$ cat src/rtl/load_store_unit.sv
// MIPS load/store front-end: word-aligns data_mem accesses, does read-modify-write
// for sub-word stores and returns extended load data or an error code.

module lsu_byte_merge (
  input  logic [7:0] old_byte,
  input  logic [7:0] new_byte,
  input  logic       sel,
  output logic [7:0] merged
);
  assign merged = sel ? new_byte : old_byte;
endmodule

module load_store_unit #(
  parameter int MEM_ADDR_W  = 8,
  parameter bit CHECK_RANGE = 1'b1
) (
  input  logic        clk,
  input  logic        rst,
  input  logic        req_valid,
  output logic        req_ready,
  input  logic        req_write,
  input  logic [1:0]  req_size,
  input  logic        req_unsigned,
  input  logic [31:0] req_addr,
  input  logic [31:0] req_wdata,
  output logic        resp_valid,
  output logic [1:0]  resp_err,
  output logic [31:0] resp_rdata,
  output logic [31:0] mem_address,
  output logic        mem_write_en,
  output logic [31:0] mem_data_in,
  input  logic [31:0] mem_data_out
);
  localparam int NUM_LANES = 4;

  localparam logic [1:0] SZ_B = 2'b00, SZ_H = 2'b01, SZ_W = 2'b10, SZ_X = 2'b11;
  localparam logic [1:0] E_OK = 2'b00, E_ALIGN = 2'b01, E_RANGE = 2'b10, E_SIZE = 2'b11;

  typedef enum logic [1:0] {IDLE, RD, WR, RESP} state_t;

  typedef struct packed {
    logic        write;
    logic [1:0]  size;
    logic        uns;
    logic [31:0] addr;
    logic [31:0] wdata;
  } req_t;

  state_t state_q, state_d;
  req_t   req_q;
  logic [31:0] word_q;
  logic        accept;
  logic [1:0]  req_err;
  logic        out_of_range;
  logic [31:0] shifted, load_ext;

  logic [NUM_LANES-1:0][7:0] old_lanes, wd_lanes, new_lanes, merged;
  logic [NUM_LANES-1:0]      lane_sel;

  assign accept = req_valid && req_ready;

  assign out_of_range = CHECK_RANGE && ((req_addr >> MEM_ADDR_W) != 32'd0);

  always_comb begin
    req_err = E_OK;
    if (req_size == SZ_X)
      req_err = E_SIZE;
    else if (out_of_range)
      req_err = E_RANGE;
    else if ((req_size == SZ_H && req_addr[0]) || (req_size == SZ_W && req_addr[1:0] != 2'b00))
      req_err = E_ALIGN;
  end

  always_ff @(posedge clk or posedge rst) begin
    if (rst) state_q <= IDLE;
    else     state_q <= state_d;
  end

  always_comb begin
    state_d      = state_q;
    req_ready    = 1'b0;
    resp_valid   = 1'b0;
    mem_write_en = 1'b0;
    mem_address  = 32'd0;
    mem_data_in  = 32'd0;
    case (state_q)
      IDLE: begin
        req_ready = !rst;
        if (accept) begin
          if (req_err != E_OK)                      state_d = RESP;
          else if (!req_write || req_size != SZ_W)  state_d = RD;
          else                                      state_d = WR;
        end
      end
      RD: begin
        mem_address = {req_q.addr[31:2], 2'b00};
        state_d     = req_q.write ? WR : RESP;
      end
      WR: begin
        mem_address  = {req_q.addr[31:2], 2'b00};
        mem_write_en = 1'b1;
        mem_data_in  = merged;
        state_d      = RESP;
      end
      RESP: begin
        resp_valid = 1'b1;
        state_d    = IDLE;
      end
      default: state_d = IDLE;
    endcase
  end

  // Half loads are 2-byte aligned, so a byte-granular shift serves both sizes.
  assign shifted = mem_data_out >> {req_q.addr[1:0], 3'b000};

  always_comb begin
    load_ext = mem_data_out;
    if (req_q.size == SZ_B)
      load_ext = req_q.uns ? {24'd0, shifted[7:0]} : {{24{shifted[7]}}, shifted[7:0]};
    else if (req_q.size == SZ_H)
      load_ext = req_q.uns ? {16'd0, shifted[15:0]} : {{16{shifted[15]}}, shifted[15:0]};
  end

  assign old_lanes = word_q;
  assign wd_lanes  = req_q.wdata;

  for (genvar i = 0; i < NUM_LANES; i++) begin : g_lane
    localparam logic [1:0] LANE = 2'(i);
    always_comb begin
      case (req_q.size)
        SZ_W:    begin new_lanes[i] = wd_lanes[i];       lane_sel[i] = 1'b1; end
        SZ_H:    begin new_lanes[i] = wd_lanes[i % 2];   lane_sel[i] = (req_q.addr[1] == LANE[1]); end
        default: begin new_lanes[i] = wd_lanes[0];       lane_sel[i] = (req_q.addr[1:0] == LANE); end
      endcase
    end
    lsu_byte_merge u_merge (
      .old_byte (old_lanes[i]),
      .new_byte (new_lanes[i]),
      .sel      (lane_sel[i]),
      .merged   (merged[i])
    );
  end

  always_ff @(posedge clk or posedge rst) begin
    if (rst) begin
      req_q      <= '0;
      word_q     <= 32'd0;
      resp_err   <= E_OK;
      resp_rdata <= 32'd0;
    end else begin
      if (accept)
        req_q <= '{write: req_write, size: req_size, uns: req_unsigned,
                   addr: req_addr, wdata: req_wdata};
      if (state_q == RD)
        word_q <= mem_data_out;
      // Response registers update only on entry to RESP and hold otherwise.
      if (accept && req_err != E_OK) begin
        resp_err   <= req_err;
        resp_rdata <= 32'd0;
      end else if (state_q == RD && !req_q.write) begin
        resp_err   <= E_OK;
        resp_rdata <= load_ext;
      end else if (state_q == WR) begin
        resp_err   <= E_OK;
        resp_rdata <= 32'd0;
      end
    end
  end
endmodule

$ cat config.mk
export PLATFORM = sky130hd
export DESIGN_NAME = load_store_unit
export DESIGN_NICKNAME = d
export VERILOG_FILES = /design/src/rtl/load_store_unit.sv
export SDC_FILE = /design/constraint.sdc
export NUM_CORES = 1
export LEC_CHECK = 0
export ABC_AREA = 1
export CAP_MARGIN = 20
export CORE_MARGIN = 10
export CORE_UTILIZATION = 45
export DETAILED_ROUTE_END_ITERATION = 10
export PLACE_DENSITY_LB_ADDON = 0.1
export SLEW_MARGIN = 20
export SYNTH_ARGS = -nofsm -noshare
export SYNTH_HDL_FRONTEND = slang
export SYNTH_SLANG_ARGS = --single-unit
$ cat constraint.sdc
create_clock -name clk -period 8.8 [get_ports clk]
set_input_delay 1.32 -clock clk [delete_from_list [all_inputs] [get_ports clk]]
set_output_delay 1.32 -clock clk [all_outputs]
set_load 0.05 [all_outputs]
### After elaboration in Yosys (flattened, before gate mapping)

Index checks and enable logic that the tools add are counted.

* bits in latches: 0
* register bits after elaboration: 136
* input port bits: 103
* word-level logic and storage cells: 77
* memories: 0
* ROM bits: 0
* memory bits (writable): 0

* shift-type cells: 1
* $mul: 0
* add/sub/neg operators: 0
* order comparisons: 0
* eq/ne operators: 13
* bitwise gates (word level): 1
* mux-type cells: 34
* divide/modulo/power cells: 0
* reduce and logical (&&, ||, !) cells: 19

Operator list (number)
* 32-bit 2-to-1 mux: 9
* 8-bit 2-to-1 mux: 6
* 32-bit nonzero test: 1
* 32-bit by 5-bit right shift with 16-bit output: 1
* 2-bit 2-to-1 mux: 8
* 8-bit one-hot mux with 2 select lines: 1
* 2-bit equality test (second input constant): 7
* 2-bit by 1-bit equality test with 1-bit output (second input constant): 4
* 1-bit one-hot mux with 2 select lines: 4
* 2-bit one-hot mux with 4 select lines: 1
* 2-bit logical NOT: 3
* 1-bit logical AND: 5
* 1-bit 2-to-1 mux: 5
* 2-bit inequality test (second input constant): 2
* 2-bit nonzero test: 2
* 2-bit OR reduction: 2
* 1-bit logical NOT: 3
* 3-bit nonzero test: 1
* 1-bit logical OR: 2
* 1-bit NOT: 1

### Logic depth before layout (Yosys ltp)

Gate-level depths: netlist of the first run.

* word-level depth: 10
* mapped depth: 13
* gate-level depth less buffers: 11

### Modules after synthesis

A second synthesis of the first run with hierarchy kept.

* cells, all modules: 1109
* area total of the unflattened synthesis: 7567.3 um2

Modules (own cells, without submodules)
* load_store_unit: cells each 1005, times used 1, area an instance 7146.9 um2, sequential area each 3403.3 um2
* lsu_byte_merge: cells each 26, times used 4, area an instance 105.1 um2, sequential area each 0.0 um2

### Least setup slack after synthesis of the first run

OpenSTA, ideal clock, no wires.

* path kind: input -> register
* start point: input port rst
* end point: register req_q[34] in the netlist's numbering
* stages on the path: 7
* data arrival time: 5.220 ns
* path buffers: 2
* path slack: 3.463 ns
* required time: 8.683 ns
* cell sequence: inv_1 -> and3_1 -> buf_2 -> clkinv_1 -> clkbuf_1 -> nand2_1 -> nand2_1

* word-level cells in the longest chain between the ends: 3

RTL lines
* from (decl): line 18 `input logic rst,`
* 1-bit logical NOT (no line)
* 1-bit 2-to-1 mux: line 86 `case (state_q)`
* 1-bit logical AND: line 60 `assign accept = req_valid && req_ready;`
* to (signal assigned): line 152 `req_q <= '{write: req_write, size: req_size, uns: req_unsigned,`
* to (decl): line 50 `req_t req_q;`

No other way between the ends.
A chain may end at the register's enable or synchronous reset.

### Final worst setup path of the first run

* start point: register req_q[66] in the netlist's numbering
* end point: output port mem_data_in[3]

* word-level cells in the longest chain between the ends: 4

RTL lines
* 2-bit by 1-bit equality test with 1-bit output / 2-bit equality test (equally long branches): line 130 `case (req_q.size)`
* 1-bit one-hot mux with 2 select lines (*): line 130
* 8-bit 2-to-1 mux (*): line 10 `assign merged = sel ? new_byte : old_byte;`
* 32-bit 2-to-1 mux (*): line 86
* to (decl): line 31 `output logic [31:0] mem_data_in,`

Every way passes the cells marked *; elsewhere a longest branch is shown, timed or not.

==> results of run 1 <==
[area by class of cell]
type / instances / area (um2)
clock buffers: 19 / 453
inverters: 95 / 359
flip-flops and latches: 136 / 3400
fillers: 1482 / 6070
clock inverters: 13 / 120
repair buffers: 206 / 2050
well taps: 216 / 270
multi-input cells: 747 / 3330
[worst min-delay path, stage by stage, from the launching register on]
cell,delay [ns]
dfrtp_1,0.34
nand2_1,0.06
nand2_1,0.04
[through the flow]
step           instances  hold slack [ns]  util, %  total power (W)  setup slack [ns]
3_3_place_gp        1400            0.453     58.6          0.00387              4.38
3_5_place_dp        1400            0.458     58.6          0.00390              4.36
5_1_grt             1432            0.499     62.2          0.00491              3.65
2_1_floorplan       1038            0.437        -          0.00309              3.46
4_1_cts             1432            0.474     62.2          0.00461              3.98
6_report            1432            0.472     62.2          0.00459              3.94
[metal layers]
| layer | part of all wire, % | up-vias |
|---|---|---|
| met4 | 1.7 | 2 |
| met3 | 9.2 | 33 |
| li1 | - | 3585 |
| met2 | 49 | 245 |
| met5 | 0.054 | - |
| met1 | 40 | 3427 |
[layout by cell type (no fill, tap or decap), drive strengths merged]
| cell | count |
|---|---|
| inv | 98 |
| clkinv | 7 |
| a31oi | 20 |
| o21a | 1 |
| nor2 | 61 |
| buf | 5 |
| o211ai | 1 |
| o21ai | 76 |
| clkinvlp | 2 |
| nand2 | 457 |
| nand4 | 2 |
| or2 | 1 |
| a21oi | 29 |
| conb | 2 |
| o221ai | 3 |
| o22ai | 7 |
| dfrtp | 136 |
| o21bai | 1 |
| clkbuf | 19 |
| bufinv | 1 |
| a211oi | 5 |
| nand3 | 72 |
| ha | 8 |
| and3 | 1 |
| clkdlybuf4s50 | 201 |
[path summary, 6_finish.rpt]
| path | from | end | cells after the start |
|---|---|---|---|
| setup reg to reg | state_q[1]$_DFFE_PP0P_ | resp_rdata[3]$_DFFE_PP0P_ | 8 |
| hold / removal | req_q[47]$_DFFE_PP0P_ | req_q[47]$_DFFE_PP0P_ | 2 |
| setup / recovery | req_q[66]$_DFFE_PP0P_ | mem_data_in[3] | 8 |
| hold reg to reg | req_q[47]$_DFFE_PP0P_ | req_q[47]$_DFFE_PP0P_ | 2 |
| min in group asynchronous | rst | req_q[40]$_DFFE_PP0P_ | 2 |
| max in group asynchronous | rst | req_q[43]$_DFFE_PP0P_ | 3 |
[where the power goes]
group / internal (W) / leakage (nW) / total, W / switching, W
Sequential: 0.000899 / 1.72 / 0.00110 / 0.000202
Combinational: 0.000836 / 3.05 / 0.00280 / 0.00196
Clock: 0.000406 / 0.282 / 0.000694 / 0.000287
Total: 0.00214 / 5.05 / 0.00459 / 0.00245
[logic make-up (layout without fill, tap and decap cells)]
family                   after synthesis  after routing  share of synthesized area (%)
adder cells (fa/ha/maj)                8              8                           1.35
AND/OR/NAND/NOR                      594            594                           32.7
buffers and inverters                155            333                           9.62
other                                  1              2                         0.0504
AO/OA/AOI/OAI                        143            143                           10.5
flip-flops                           136            136                           45.8
[cells in the mapped netlist]
cell type	number	share of area (%)
nor2_2	2	0.17
o21ai_1	4	0.27
nand2_1	448	23
nand3_2	13	1.7
a21oi_1	29	2.0
nand2_2	7	0.59
or2_2	1	0.084
nand3_1	59	4.0
buf_6	9	1.4
inv_2	5	0.25
buf_8	1	0.20
o211ai_1	1	0.10
clkinv_1	1	0.050
nand2_4	2	0.30
a31oi_1	20	1.7
o21bai_1	1	0.10
o22ai_1	7	0.59
dfrtp_1	136	46
and3_1	1	0.084
clkbuf_1	24	1.2
buf_2	17	1.1
o221ai_1	3	0.35
ha_1	8	1.3
conb_1	1	0.050
o21a_2	1	0.12
nand4_1	2	0.17
buf_4	9	0.91
a211oi_1	5	0.50
inv_1	89	4.5
nor2_1	59	3.0
o21ai_0	72	4.8
[sequential cells by signal, summed over array words and instances, names as in the netlist]
name        flops
req_q          36
old_lanes      32
resp_rdata     32
wd_lanes       32
resp_err        2
state_q         2
==> results_dict.tcl, run 1 <==
set metrics [dict create \
    port_buffers 201 \
    worstSetupPathType "register to primary output" \
    cp_top_family "buffers and inverters" \
    synth.distinct_cells 31 \
    grt_usage_pct 22.0 \
    ant_nets 0 \
    final-hold-violation-count 0 \
    critPathRequiredTime_ns 7.48 \
    die_h_um 149 \
    cts_buffer_depth 2 \
    gp_congestion 0.933 \
    placed_area_mm2 0.00941 \
    netlist_area_mm2 0.00744 \
    drive_gt1_share_pct 5.92 \
    max_freq_ghz 0.206 \
    grt_pass1_vias 7294 \
    die_w_um 149 \
    tightestPinTransition_ns 1.06 \
    synth_seq_area_share_pct 45.8 \
    final_area_mm2 0.00999 \
    finalCritPeriodShare_pct 55.2 \
    ir_drop_uv 304 \
    grt_use_met2_pct 36.5 \
    firstDrtPassIters 6 \
    ys_warn_count 0 \
    cts_tree "done" \
    r2r_slack_ns 6.24 \
    cp_slowest_cell "clkdlybuf4s50_1" \
    drtIter0Drc 589 \
    path_clk_slew_ns 0.06 \
    core_mm2 0.0161 \
    cp_common_cell "inv_1" \
    hp-class "register to register" \
    finalSetupTns_ns 0 \
    crit_path_max_incr_delay_ns 0.88 \
    syn_inst 1037 \
    nets 1314 \
    dieArea_mm2 0.0221 \
    h-tree-depth 4 \
    p_per_area_mw_per_mm2 460 \
    dp_hpwl_mm 18.1 \
    ioPinCount 204 \
    cts-buffers-inserted 17 \
    maxCapViolations 0 \
    slew_headroom_pct 29.4 \
    path_buf_inv 3 \
    finalClockSkew_ns 0.00604 \
    cts_hold_buf 0 \
    cts_root_buffer "clkbuf_16" \
    drc 0 \
    antenna_found_initial 1 \
    critPathMaxFanout 16 \
    cp-start-kind "register" \
    ys_seq_elements 136 \
    setup_viol 0 \
    worstSkewPairLatency_ns 0.43 \
    cts_resized 0 \
    start_util_pct 46.3 \
    post_cts_buffers 0 \
    grt_pass1_wl_mm 38.5 \
    gr-usage-met1_pct 26.0 \
    slew_viol_final 0 \
    clock-sinks 136 \
    drt_wl_total_mm 24.2 \
    status "completed" \
    grt-busiest-layer "met2" \
    grt_setup_unrepaired "false" \
    grt.overflow.total 0 \
    worstPathCellList "inv_1, ha_1, inv_1, o211ai_1, o21a_2, o21ai_0, a21oi_1, clkdlybuf4s50_1" \
    post_drt_wl_per_cell_um 16.9 \
    synthToLayoutAreaGrowth_pct 34.3 \
    fin_crit_ns 4.86 \
    synth_area_per_cell_um2 7.17 \
    rows 46 \
    end_kind "primary output" \
    cp.arrival_ns 3.54 \
    grt_max_degree 89 \
    via_count 7292 \
    vias_per_cell 5.09 \
    power.leakage_nw 5.05 \
    met3_usage_pct 8.13 \
    antenna_cells 0 \
]
Note: power is estimated with default switching activity, not from simulation.
==> run 2: changes to the inputs <==
==> constraint.sdc (replaced) <==
create_clock -name clk -period 4.8 [get_ports clk]
set_input_delay 0.72 -clock clk [delete_from_list [all_inputs] [get_ports clk]]
set_output_delay 0.72 -clock clk [all_outputs]
set_load 0.05 [all_outputs]
==> results_dict.tcl, run 2 (synthesis results as in run 1) <==
set metrics [dict create \
    cts_resized 0 \
    start_util_pct 46.3 \
    cp.arrival_ns 3.47 \
    regArea_mm2 0.00340 \
    drt_wl_total_mm 25.0 \
    post_drt_wl_per_cell_um 17.4 \
    crit_start "req_q[66]$_DFFE_PP0P_" \
    cp_common_cell "inv_1" \
    cts_root_buffer "clkbuf_16" \
    final_cell_mix "nand2_1 (447), clkdlybuf4s50_1 (201), dfrtp_1 (136), inv_1 (88), o21ai_0 (72)" \
    final_common_cell "nand2_1" \
    cts-buffers-inserted 17 \
    power.leakage_nw 5.09 \
    nets 1317 \
    antenna_cells 0 \
    setup_viol 0 \
    die_h_um 149 \
    grt_usage_pct 22.2 \
    clock-sinks 136 \
    maxCapViolations 0 \
    vias_per_cell 5.11 \
    ioPinCount 204 \
    grt_setup_unrepaired "false" \
    critPathMaxFanout 16 \
    cp-start-kind "register" \
    multi_input_area_mm2 0.00333 \
    worstPathCellList "inv_1, ha_1, inv_1, o211ai_1, o21a_2, o21ai_0, a21oi_1, clkdlybuf4s50_1" \
    post_cts_buffers 0 \
    final_cells 1435 \
    fin_util_pct 62.7 \
    grt.overflow.total 0 \
    hp-class "register to register" \
    dieArea_mm2 0.0221 \
    finalClockSkew_ns 0.00749 \
    finalSetupTns_ns 0 \
    crit_path_max_incr_delay_ns 0.84 \
    final-hold-violation-count 0 \
    dp_cells 1403 \
    whs_path_depth 2 \
    antenna_found_initial 0 \
    grt_max_degree 88 \
    slew_headroom_pct 27.7 \
    tightestPinTransition_ns 1.08 \
    synthToLayoutAreaGrowth_pct 35.3 \
    min-delay-start "req_q[44]$_DFFE_PP0P_" \
    drive_gt1_share_pct 6.15 \
    path_clk_slew_ns 0.06 \
    status "completed" \
    grt_pass1_wl_mm 38.4 \
    p_per_area_mw_per_mm2 853 \
    rr_startpoint "state_q[1]$_DFFE_PP0P_" \
    cts_hold_buf 0 \
    h-tree-depth 4 \
    port_buffers 201 \
    firstDrtPassIters 5 \
    r2r_cells 8 \
    cp_slowest_cell "clkdlybuf4s50_1" \
    slew_viol_final 0 \
    die_w_um 149 \
    n_fill_cell 1521 \
    cts_buffer_depth 2 \
    drtIter0Drc 525 \
    dp_hpwl_mm 18.9 \
    critPathRequiredTime_ns 4.08 \
    gp_congestion 0.953 \
    worstSkewPairLatency_ns 0.43 \
    end_kind "primary output" \
    via_count 7339 \
    max_freq_ghz 0.239 \
    cts_tree "done" \
    ir_drop_uv 530 \
    core_mm2 0.0161 \
    drc 0 \
    grt_pass1_vias 7023 \
    top_register "req_q" \
    worstSetupPathType "register to primary output" \
    rows 46 \
    ant_nets 0 \
    largest_reg_flops 36 \
    finalCritPeriodShare_pct 87.3 \
    fin_crit_ns 4.19 \
]
-- run 2: cell types whose count changed in the layout (fill, tap and decap cells not counted) --
cell       change
clkinv_2       -4
buf_4          +3
bufinv_16      +2
clkinv_4       +2
clkbuf_8       -1
inv_8          +1
-- run 2: final timing paths --
check                                            endpoint  slack, ns
worst max-delay path                       mem_data_in[2]       0.61
worst min register to register      req_q[44]$_DFFE_PP0P_       0.47
min in group asynchronous           req_q[42]$_DFFE_PP0P_       0.96
worst min-delay path                req_q[44]$_DFFE_PP0P_       0.47
max in group asynchronous       old_lanes[26]$_DFFE_PP0N_       2.37
worst max register to register  resp_rdata[3]$_DFFE_PP0P_       2.21
-- run 2: worst max-delay path: cells and delay by family, from the launching register on --
family	cells	cell delay, ns
buffers and inverters	3	1.17
adder cells (fa/ha/maj)	1	0.53
flip-flops	1	0.39
AO/OA/AOI/OAI	4	0.96
-- run 2: final cells by class --
| type | count | share of cell area, % |
|---|---|---|
| Sequential cell | 136 | 33.8 |
| Multi-Input combinational cell | 747 | 33.1 |
| Timing Repair Buffer | 209 | 20.6 |
| Clock buffer | 18 | 4.36 |
| Inverter | 95 | 3.57 |
| Tap cell | 216 | 2.68 |
| Clock inverter | 14 | 1.88 |
-- run 2: report_power, final --
group	internal [W]	total [W]	leakage (nW)	switching, W
Combinational	0.00154	0.00516	3.07	0.00362
Sequential	0.00165	0.00202	1.72	0.000371
Clock	0.000846	0.00140	0.302	0.000556
-- run 2: metrics by stage --
stage,worst slack (ns),instance area [um2],hold slack [ns],power [W]
after global routing,0.461,10100,0.485,0.00912
after CTS,0.649,10100,0.474,0.00860
after global placement,1.29,9430,0.454,0.00712
after floorplan,0.0629,7440,0.437,0.00567
after detailed placement,1.13,9430,0.459,0.00718
final,0.610,10100,0.474,0.00859
-- run 2: per-layer routing --
layer	vias to the layer above	share of wire (%)	global-route usage, %	wire (um)
met5	-	0	0	0
met4	0	2.0	6.84	499
met2	320	49	37.2	12300
met1	3384	39	26.2	9740
met3	44	10	7.68	2510
li1	3591	-	-	-
==> run 3: changes to the inputs <==
--- a/config.mk
+++ b/config.mk
@@ -8,7 +8,7 @@
 export ABC_AREA = 1
 export CAP_MARGIN = 20
 export CORE_MARGIN = 10
-export CORE_UTILIZATION = 45
+export CORE_UTILIZATION = 49
 export DETAILED_ROUTE_END_ITERATION = 10
 export PLACE_DENSITY_LB_ADDON = 0.1
 export SLEW_MARGIN = 20
==> results_dict.tcl, run 3 (synthesis results as in run 1) <==
set metrics [dict create \
    max_freq_ghz 0.239 \
    gp_congestion 0.951 \
    vias_per_cell 5.19 \
    post_drt_wl_per_cell_um 17.3 \
    cts_resized 0 \
    switching_power_w 0.00449 \
    hp-class "register to register" \
    top_register "req_q" \
    drtIter0Drc 682 \
    gr-usage-met1_pct 28.0 \
    cts_buffer_depth 2 \
    whs_path_depth 2 \
    critPathRequiredTime_ns 4.08 \
    final_cells 1403 \
    h-tree-depth 4 \
    start_util_pct 50.6 \
    slew_viol_final 0 \
    grt_use_met2_pct 39.3 \
    die_w_um 143 \
    drive_gt1_share_pct 5.99 \
    dp_cells 1371 \
    via_count 7288 \
    ir_drop_uv 549 \
    die_h_um 143 \
    antenna_cells 0 \
    cts_hold_buf 0 \
    cts_root_buffer "clkbuf_16" \
    clkPwrFrac_pct 15.4 \
    worstPathCellList "inv_1, ha_1, inv_1, o211ai_1, o21a_2, o21ai_0, a21oi_1, clkdlybuf4s50_1" \
    final_area_mm2 0.00998 \
    grt-busiest-layer "met2" \
    drc 0 \
    cp.arrival_ns 3.47 \
    status "completed" \
    worst-path-stages 8 \
    path_buf_inv 3 \
    intPower_w 0.00397 \
    grt_pass1_vias 7299 \
    core_mm2 0.0147 \
    fin_crit_ns 4.19 \
    synthToLayoutAreaGrowth_pct 34.3 \
    tightestPinTransition_ns 1.02 \
    finalSetupTns_ns 0 \
    setup_viol 0 \
    cp_common_cell "inv_1" \
    rows 44 \
    clock-sinks 136 \
    cp-start-kind "register" \
    finalClockSkew_ns 0.00734 \
    end_kind "primary output" \
    r2r_cells 8 \
    largest_reg_flops 36 \
    swShare_pct 53.1 \
    p_seq_share_pct 23.9 \
    nets 1317 \
    grt_pass1_wl_mm 38.2 \
    post_cts_buffers 0 \
    cts_tree "done" \
    drt_wl_total_mm 24.3 \
    crit_path_max_incr_delay_ns 0.83 \
    firstDrtPassIters 6 \
    dieArea_mm2 0.0205 \
    power.leakage_nw 5.06 \
    finalCritPeriodShare_pct 87.2 \
    dp_hpwl_mm 18.6 \
    antenna_found_initial 0 \
    grt_usage_pct 23.8 \
    ioPinCount 204 \
    maxCapViolations 0 \
    slew_headroom_pct 31.7 \
    path_clk_slew_ns 0.06 \
    fin_util_pct 67.9 \
    met3_usage_pct 8.76 \
    placed_area_mm2 0.00939 \
    power_w 0.00846 \
    worstSkewPairLatency_ns 0.42 \
    p_per_area_mw_per_mm2 848 \
    port_buffers 201 \
    grt.overflow.total 0 \
    cp_top_family "buffers and inverters" \
    p_comb_share_pct 60.6 \
    final-hold-violation-count 0 \
    final_common_cell "nand2_1" \
    critPathMaxFanout 16 \
    worstSetupPathType "register to primary output" \
    cp_slowest_cell "clkdlybuf4s50_1" \
    ant_nets 0 \
    grt_max_degree 73 \
    cts-buffers-inserted 17 \
    grt_setup_unrepaired "false" \
    final_cell_mix "nand2_1 (447), clkdlybuf4s50_1 (201), dfrtp_1 (136), inv_1 (88), o21ai_0 (72)" \
]
[run 3: cell types whose count changed in the layout (fill, tap and decap cells not counted), sizes merged]
cell      change
clkinvlp      +1
clkbuf        +2
inv           -1
bufinv        -1
clkinv        -1
[run 3: worst register-to-register path, cell delays in order (launching register included)]
cell	delay [ns]
dfrtp_1	0.42
inv_1	0.13
ha_1	0.62
inv_1	0.13
nor2_1	0.25
inv_1	0.42
a21oi_1	0.39
nand2_1	0.09
nand2_1	0.08
[run 3: cell type report]
cell class	instances	area [um2]
fillers	1299	4710
flip-flops and latches	136	3400
multi-input cells	747	3330
repair buffers	209	2070
clock buffers	20	447
inverters	95	359
well taps	184	230
clock inverters	12	140
[run 3: layer usage]
layer,vias to the layer above,routed length [um]
met5,-,0
met4,0,607
met3,47,2380
met2,305,11600
met1,3335,9660
li1,3601,-
[run 3: worst paths after layout]
path	startpoint	endpoint	slack, ns
worst max register to register	state_q[1]$_DFFE_PP0P_	resp_rdata[0]$_DFFE_PP0P_	2.22
worst min register to register	req_q[60]$_DFFE_PP0P_	req_q[60]$_DFFE_PP0P_	0.47
worst max-delay path	req_q[66]$_DFFE_PP0P_	mem_data_in[0]	0.61
worst min-delay path	req_q[60]$_DFFE_PP0P_	req_q[60]$_DFFE_PP0P_	0.47
max in group asynchronous	rst	old_lanes[30]$_DFFE_PP0N_	2.43
min in group asynchronous	rst	req_q[47]$_DFFE_PP0P_	0.97
[run 3: through the flow]
stage | setup WS [ns] | hold slack [ns]
after global placement | 1.22 | 0.453
after floorplan | 0.0629 | 0.437
after CTS | 0.658 | 0.474
after detailed placement | 1.12 | 0.459
final | 0.613 | 0.470
after global routing | 0.368 | 0.487
[run 3: power by group through the flow]
| stage | Combinational [W] | Sequential [W] | Clock (W) |
|---|---|---|---|
| after floorplan | 0.00348 | 0.00219 | 0 |
| after global placement | 0.00507 | 0.00203 | 0 |
| after detailed placement | 0.00513 | 0.00203 | 0 |
| after CTS | 0.00515 | 0.00202 | 0.00132 |
| after global routing | 0.00558 | 0.00207 | 0.00137 |
| final | 0.00513 | 0.00203 | 0.00130 |
